`config.mk`:
```
export PLATFORM = sky130hd
export DESIGN_NAME = shared_reg_arbiter
export DESIGN_NICKNAME = d
export VERILOG_FILES = /design/src/rtl/shared_reg_arbiter.sv
export SDC_FILE = /design/constraint.sdc
export NUM_CORES = 1
export LEC_CHECK = 0
export ABC_CLOCK_PERIOD_IN_PS = 3750
export CAP_MARGIN = 10
export CORE_MARGIN = 2
export CORE_UTILIZATION = 30
export CTS_BUF_LIST = sky130_fd_sc_hd__clkbuf_2 sky130_fd_sc_hd__clkbuf_4 sky130_fd_sc_hd__clkbuf_8
export DETAILED_ROUTE_END_ITERATION = 12
export PLACE_DENSITY = 0.71
export RECOVER_POWER = 25
export SLEW_MARGIN = 25
export SYNTH_ARGS = -nofsm -noshare
export SYNTH_HDL_FRONTEND = slang
export SYNTH_SLANG_ARGS = --single-unit
```
`constraint.sdc`:
```
create_clock -name CLK -period 3.75 [get_ports CLK]
set_input_delay 1.125 -clock CLK [delete_from_list [all_inputs] [get_ports CLK]]
set_output_delay 1.125 -clock CLK [all_outputs]
set_load 0.1 [all_outputs]
```
`src/rtl/shared_reg_arbiter.sv`:
```
// -----------------------------------------------------------------------------
// shared_reg_arbiter
//
// Round-robin arbiter that shares one WIDTH-bit storage register between NREQ
// requester units. One requester at a time owns write access. An owner that
// has held the grant for MAX_HOLD cycles is preempted as soon as any other
// requester is waiting. Every hand-over passes through exactly one IDLE cycle.
//
// Optional feature (compile-time macro ARB_ERR_EN):
//   defined     -> ERR is a sticky flag that sets on any write-enable from a
//                  requester that does not hold the grant (including IDLE).
//   not defined -> ERR is tied low and no error logic exists.
//
// Ports:
//   CLK    in   1           clock, rising edge
//   RST    in   1           asynchronous, active-high reset
//   REQ    in   NREQ        per-requester access request (level)
//   WE     in   NREQ        per-requester write enable
//   WDATA  in   NREQ*WIDTH  write data, requester i owns [i*WIDTH +: WIDTH]
//   GNT    out  NREQ        one-hot grant, registered (zero while IDLE)
//   OWNER  out  IW          index of current owner, holds last value when idle
//   BUSY   out  1           high while the FSM is in OWN (state visibility)
//   Q      out  WIDTH       shared register contents (common read bus)
//   ERR    out  1           sticky protocol-error flag (see ARB_ERR_EN)
//
// Handshake: REQ[i] is a level request. The requester raises REQ[i] and keeps
// it high for as long as it wants the register; GNT[i] high means it owns the
// register in that cycle and its WE/WDATA are honoured at the next edge while
// REQ[i] is still high. Dropping REQ[i] releases ownership at the next edge,
// and a write presented in that same cycle is discarded. If GNT[i] falls
// while REQ[i] is still high the requester was preempted and stays queued.
// -----------------------------------------------------------------------------
module shared_reg_arbiter #(
  parameter int NREQ     = 4,
  parameter int WIDTH    = 8,
  parameter int MAX_HOLD = 4
) (
  input  logic                     CLK,
  input  logic                     RST,
  input  logic [NREQ-1:0]          REQ,
  input  logic [NREQ-1:0]          WE,
  input  logic [NREQ*WIDTH-1:0]    WDATA,
  output logic [NREQ-1:0]          GNT,
  output logic [$clog2(NREQ)-1:0]  OWNER,
  output logic                     BUSY,
  output logic [WIDTH-1:0]         Q,
  output logic                     ERR
);

  localparam int IW = $clog2(NREQ);
  localparam int HW = $clog2(MAX_HOLD + 1);

  localparam logic [HW-1:0] HOLD_MAX = HW'(MAX_HOLD);
  localparam logic [IW-1:0] LAST_IDX = IW'(NREQ - 1);

  typedef enum logic {
    IDLE = 1'b0,
    OWN  = 1'b1
  } state_t;

  state_t          state;
  logic [IW-1:0]   ptr;
  logic [HW-1:0]   hcnt;

  // Round-robin search results (used in IDLE)
  logic            found;
  logic [IW-1:0]   winner;
  logic [IW-1:0]   cand;
  logic [NREQ-1:0] win_onehot;

  // Owner-side decode (used in OWN)
  logic             owner_req;
  logic             owner_we;
  logic [WIDTH-1:0] owner_data;
  logic             others_pending;
  logic             preempt;
  logic             release_now;
  logic [IW-1:0]    next_ptr;

  // First set REQ bit scanning ptr, ptr+1, ... with wrap modulo NREQ.
  always_comb begin
    found  = 1'b0;
    winner = ptr;
    cand   = '0;
    for (int k = 0; k < NREQ; k++) begin
      cand = IW'((int'(ptr) + k) % NREQ);
      if (!found && REQ[cand]) begin
        found  = 1'b1;
        winner = cand;
      end
    end
  end

  always_comb begin
    win_onehot         = '0;
    win_onehot[winner] = 1'b1;
  end

  // In OWN, GNT is exactly onehot(OWNER), so masking REQ with ~GNT leaves
  // only the requesters that are waiting behind the owner.
  always_comb begin
    owner_req      = REQ[OWNER];
    owner_we       = WE[OWNER];
    owner_data     = WDATA[OWNER*WIDTH +: WIDTH];
    others_pending = |(REQ & ~GNT);
    preempt        = (hcnt == HOLD_MAX) && others_pending;
    release_now    = !owner_req;
    next_ptr       = (OWNER == LAST_IDX) ? '0 : OWNER + 1'b1;
  end

  // Arbitration FSM. BUSY mirrors the state so the FSM is observable
  // directly on the port list.
  always_ff @(posedge CLK or posedge RST) begin
    if (RST) begin
      state <= IDLE;
      ptr   <= '0;
      hcnt  <= '0;
      GNT   <= '0;
      OWNER <= '0;
      BUSY  <= 1'b0;
      Q     <= '0;
    end else begin
      case (state)
        IDLE: begin
          if (found) begin
            GNT   <= win_onehot;
            OWNER <= winner;
            BUSY  <= 1'b1;
            hcnt  <= HW'(1);
            state <= OWN;
          end
        end

        OWN: begin
          // The owner's write still lands in the cycle it gets preempted;
          // a write together with a dropped REQ is discarded.
          if (owner_req && owner_we) begin
            Q <= owner_data;
          end

          if (release_now || preempt) begin
            GNT   <= '0;
            BUSY  <= 1'b0;
            ptr   <= next_ptr;
            hcnt  <= '0;
            state <= IDLE;
          end else if (hcnt != HOLD_MAX) begin
            hcnt <= hcnt + 1'b1;
          end
        end

        default: begin
          state <= IDLE;
        end
      endcase
    end
  end

`ifdef ARB_ERR_EN
  // Sticky: any write-enable from a requester without the grant, which also
  // covers every write attempt while IDLE (GNT is zero then).
  always_ff @(posedge CLK or posedge RST) begin
    if (RST) begin
      ERR <= 1'b0;
    end else if (|(WE & ~GNT)) begin
      ERR <= 1'b1;
    end
  end
`else
  assign ERR = 1'b0;
`endif

endmodule

```
==> flow_metrics.py <==
metrics = {
    "cts": {
        "clk_path_buf_depth": 2,
        "cts_tree": "done",
        "cts_max_level": 1,
        "post_cts_resized": 0,
        "root_buffer": "clkbuf_8",
        "clk_pin_slew_ns": 0.08,
        "worstSkewPairLatency_ns": 0.27,
        "cts_sinks": 21,
        "numCtsBuffers": 3,
        "cts_hold_buffers": 0,
        "cts_setup_buffers": 0,
    },
    "global_route": {
        "gr-total-overflow": 0,
        "grt_pass1_wl_um": 5451,
        "grt_max_degree": 22,
        "grt_pass1_vias": 1138,
        "grt.total_usage_pct": 13.64,
        "antenna_found_initial": 0,
    },
    "floorplanning": {
        "die_h_um": 71.77,
        "dieArea_um2": 5150,
        "die_w_um": 71.77,
        "rows": 24,
        "ios": 58,
        "coreArea_um2": 4384,
        "start_util_pct": 31.42,
    },
    "synth": {
        "ys_types": 38,
        "netlist_area_um2": 1378,
        "synth-edff-count": 0,
        "yosys_warnings": 0,
        "syn_area_per_cell_um2": 12.30,
        "syn_nets": 157,
        "ys_ff_latch": 21,
        "async_reset_ff_share_pct": 100.0,
        "synth_area_leaders": "dfrtp_1 38%, mux4_1 13%, mux2_2 6.5%",
        "yosysMostFrequentCell": "dfrtp_1",
        "synth_cells": 112,
        "synth_top_area_share_pct": 38.15,
        "synth_commonest_cells": "21 x dfrtp_1, 8 x mux2_2, 8 x o21ai_0",
        "ys_seq_area_share_pct": 38.15,
        "synth_top_flop_cell": "dfrtp_1",
        "synth_top_area_cell": "dfrtp_1",
    },
    "worst_setup_path": {
        "cp.depth": 5,
        "cp.arrival_ns": 2.75,
        "crit_chain": "clkdlybuf4s50_1 -> mux2i_1 -> nand3_1 -> o211ai_4 -> mux2_1",
        "r2r_start": "OWNER[1]$_DFFE_PP0P_",
        "worstRegToRegCells": 3,
        "max_stage_delay_ns": 0.54,
        "critPathMaxFanout": 10,
        "slowest_stage": "clkdlybuf4s50_1",
        "start_kind": "primary input",
        "worstPathRequired_ns": 3.91,
        "r2r_slack_ns": 1.90,
        "startpoint": "REQ[3]",
        "worst-path-buf-inv": 1,
        "crit_family": "multiplexers",
        "r2r-end": "Q[1]$_DFFE_PP0P_",
        "end_kind": "flop",
        "worst-setup-path-type": "primary input to flop",
    },
    "sta": {
        "fmax_mhz": 385.2,
        "tightest_slew_ns": 0.7599,
        "fin_crit_ns": 2.596,
        "max-slew-margin-rel_pct": 49.29,
        "setup_slack_ns": 1.154,
        "skew_ns": 0.006527,
        "hold_viol": 0,
        "setup_viol": 0,
        "timing.setup.tns_ns": 0,
        "slew_viol_final": 0,
        "rsz0062_at_grt": "false",
        "post-route-period-util_pct": 69.22,
    },
    "place": {
        "dp_hpwl_um": 2739,
        "place_congestion": 0.7669,
        "pre_cts_slack_ns": 0.8649,
        "placed_cells": 216,
        "port_buffers": 56,
    },
    "drt": {
        "drtAntennaViolNets": 0,
        "drc_errors": 0,
        "viasPerCell": 5.086,
        "drt-initial-drc-count": 17,
        "wl_per_cell_um": 15.41,
        "dr.pass1.iters": 4,
        "routed-via-count": 1119,
        "routed_wl_um": 3391,
    },
    "final_layout": {
        "syn2layout_area_growth_pct": 43.05,
        "nets": 214,
        "layout-drive-gt1-share_pct": 20.83,
        "layout.cells.non_filler": 220,
        "num_antenna_cells": 0,
    },
    "hold_path": {
        "hold_class": "flop to flop",
        "whs_endpoint": "Q[2]$_DFFE_PP0P_",
        "min-delay-start": "Q[2]$_DFFE_PP0P_",
        "hold_depth": 1,
    },
    "pwr": {
        "powerDensity_nw_per_um2": 940.2,
        "ir_drop_mv": 0.5374,
        "leakagePower_nw": 0.8225,
    },
    "run_status": {
        "status": "complete, no violations",
    },
    "flow_run": {
        "drv_cap": 0,
    },
}
-- through the flow --
stage / cell area, um2 / utilization, % / hold slack (ns) / total power [mW]
3_5_place_dp: 1922 / 43.84 / 0.4981 / 1.714
2_1_floorplan: 1378 / - / 0.5061 / 1.453
4_1_cts: 1971 / 44.95 / 0.5170 / 1.870
6_report: 1971 / 44.95 / 0.5123 / 1.853
3_3_place_gp: 1922 / 43.84 / 0.4931 / 1.688
5_1_grt: 1971 / 44.95 / 0.5339 / 1.956
-- layer usage --
metal  global-route usage [%]  share of wire, %  up-vias
li1                         -                 -      540
met3                    2.391               3.0        7
met4                    5.660               1.8        0
met1                    15.88                40      551
met5                        0                 0        -
met2                    24.59                55       21
-- cells by family (layout without fill, tap and decap cells) --
family          after synthesis  in the layout  share of synthesized area (%)
simple gates                 30             30                          12.44
compound gates               24             24                          13.17
mux                          22             22                          27.88
flops                        21             21                          38.15
buf+inv                      11             67                          5.359
fa+ha+maj                     3              3                          2.725
other cells                   1              1                         0.2722
-- placed cells by master (no fill, tap or decap), types with 3 or more instances in the layout --
cell / synthesis / layout
dfrtp_1: 21 / 21
mux4_1: 7 / 7
mux2_2: 8 / 8
nand2_1: 7 / 7
o21ai_0: 8 / 8
nand3_1: 3 / 3
nand2b_1: 3 / 3
ha_1: 3 / 3
nor2b_1: 4 / 4
inv_1: 6 / 6
nor2_1: 4 / 4
buf_4: 1 / 16
clkdlybuf4s50_1: 0 / 40
o32ai_1: 4 / 4
clkbuf_8: 2 / 3
-- cell type report --
cell class	count	area, um2
clock inverters	1	7.507
multi-input cells	80	778.2
well taps	52	65.06
clock buffers	3	41.29
repair buffers	57	530.5
inverters	6	22.52
flip-flops and latches	21	525.5
fillers	420	2414
-- worst register-to-register path, delay by kind of cell, from the launching register on --
family,cells,cell delay (ns)
flops,1,0.77
simple gates,1,0.17
mux,2,0.79
-- registers in the layout, summed over array words and instances (netlist names) --
register	count
ptr	2
BUSY	1
Q	8
GNT	4
state	1
hcnt	3
OWNER	2
-- power by group --
part | switching (mW) | total (mW) | internal [mW] | leakage (nW)
registers | 0.112 | 0.447 | 0.335 | 0.257
clock network | 0.0772 | 0.152 | 0.0752 | 0.0217
logic | 0.847 | 1.25 | 0.406 | 0.544
total | 1.04 | 1.85 | 0.816 | 0.823
-- worst max-delay path by stage --
stage	slack (ns)	to
6_report	1.15	ptr[1]$_DFFE_PP0P_
3_3_place_gp	0.94	ptr[1]$_DFFE_PP0P_
3_5_place_dp	0.86	ptr[0]$_DFFE_PP0P_
4_1_cts	1.16	ptr[0]$_DFFE_PP0P_
5_1_grt	1.04	ptr[0]$_DFFE_PP0P_
2_1_floorplan	1.49	Q[0]$_DFFE_PP0P_
Note: power is estimated with default switching activity, not from simulation.
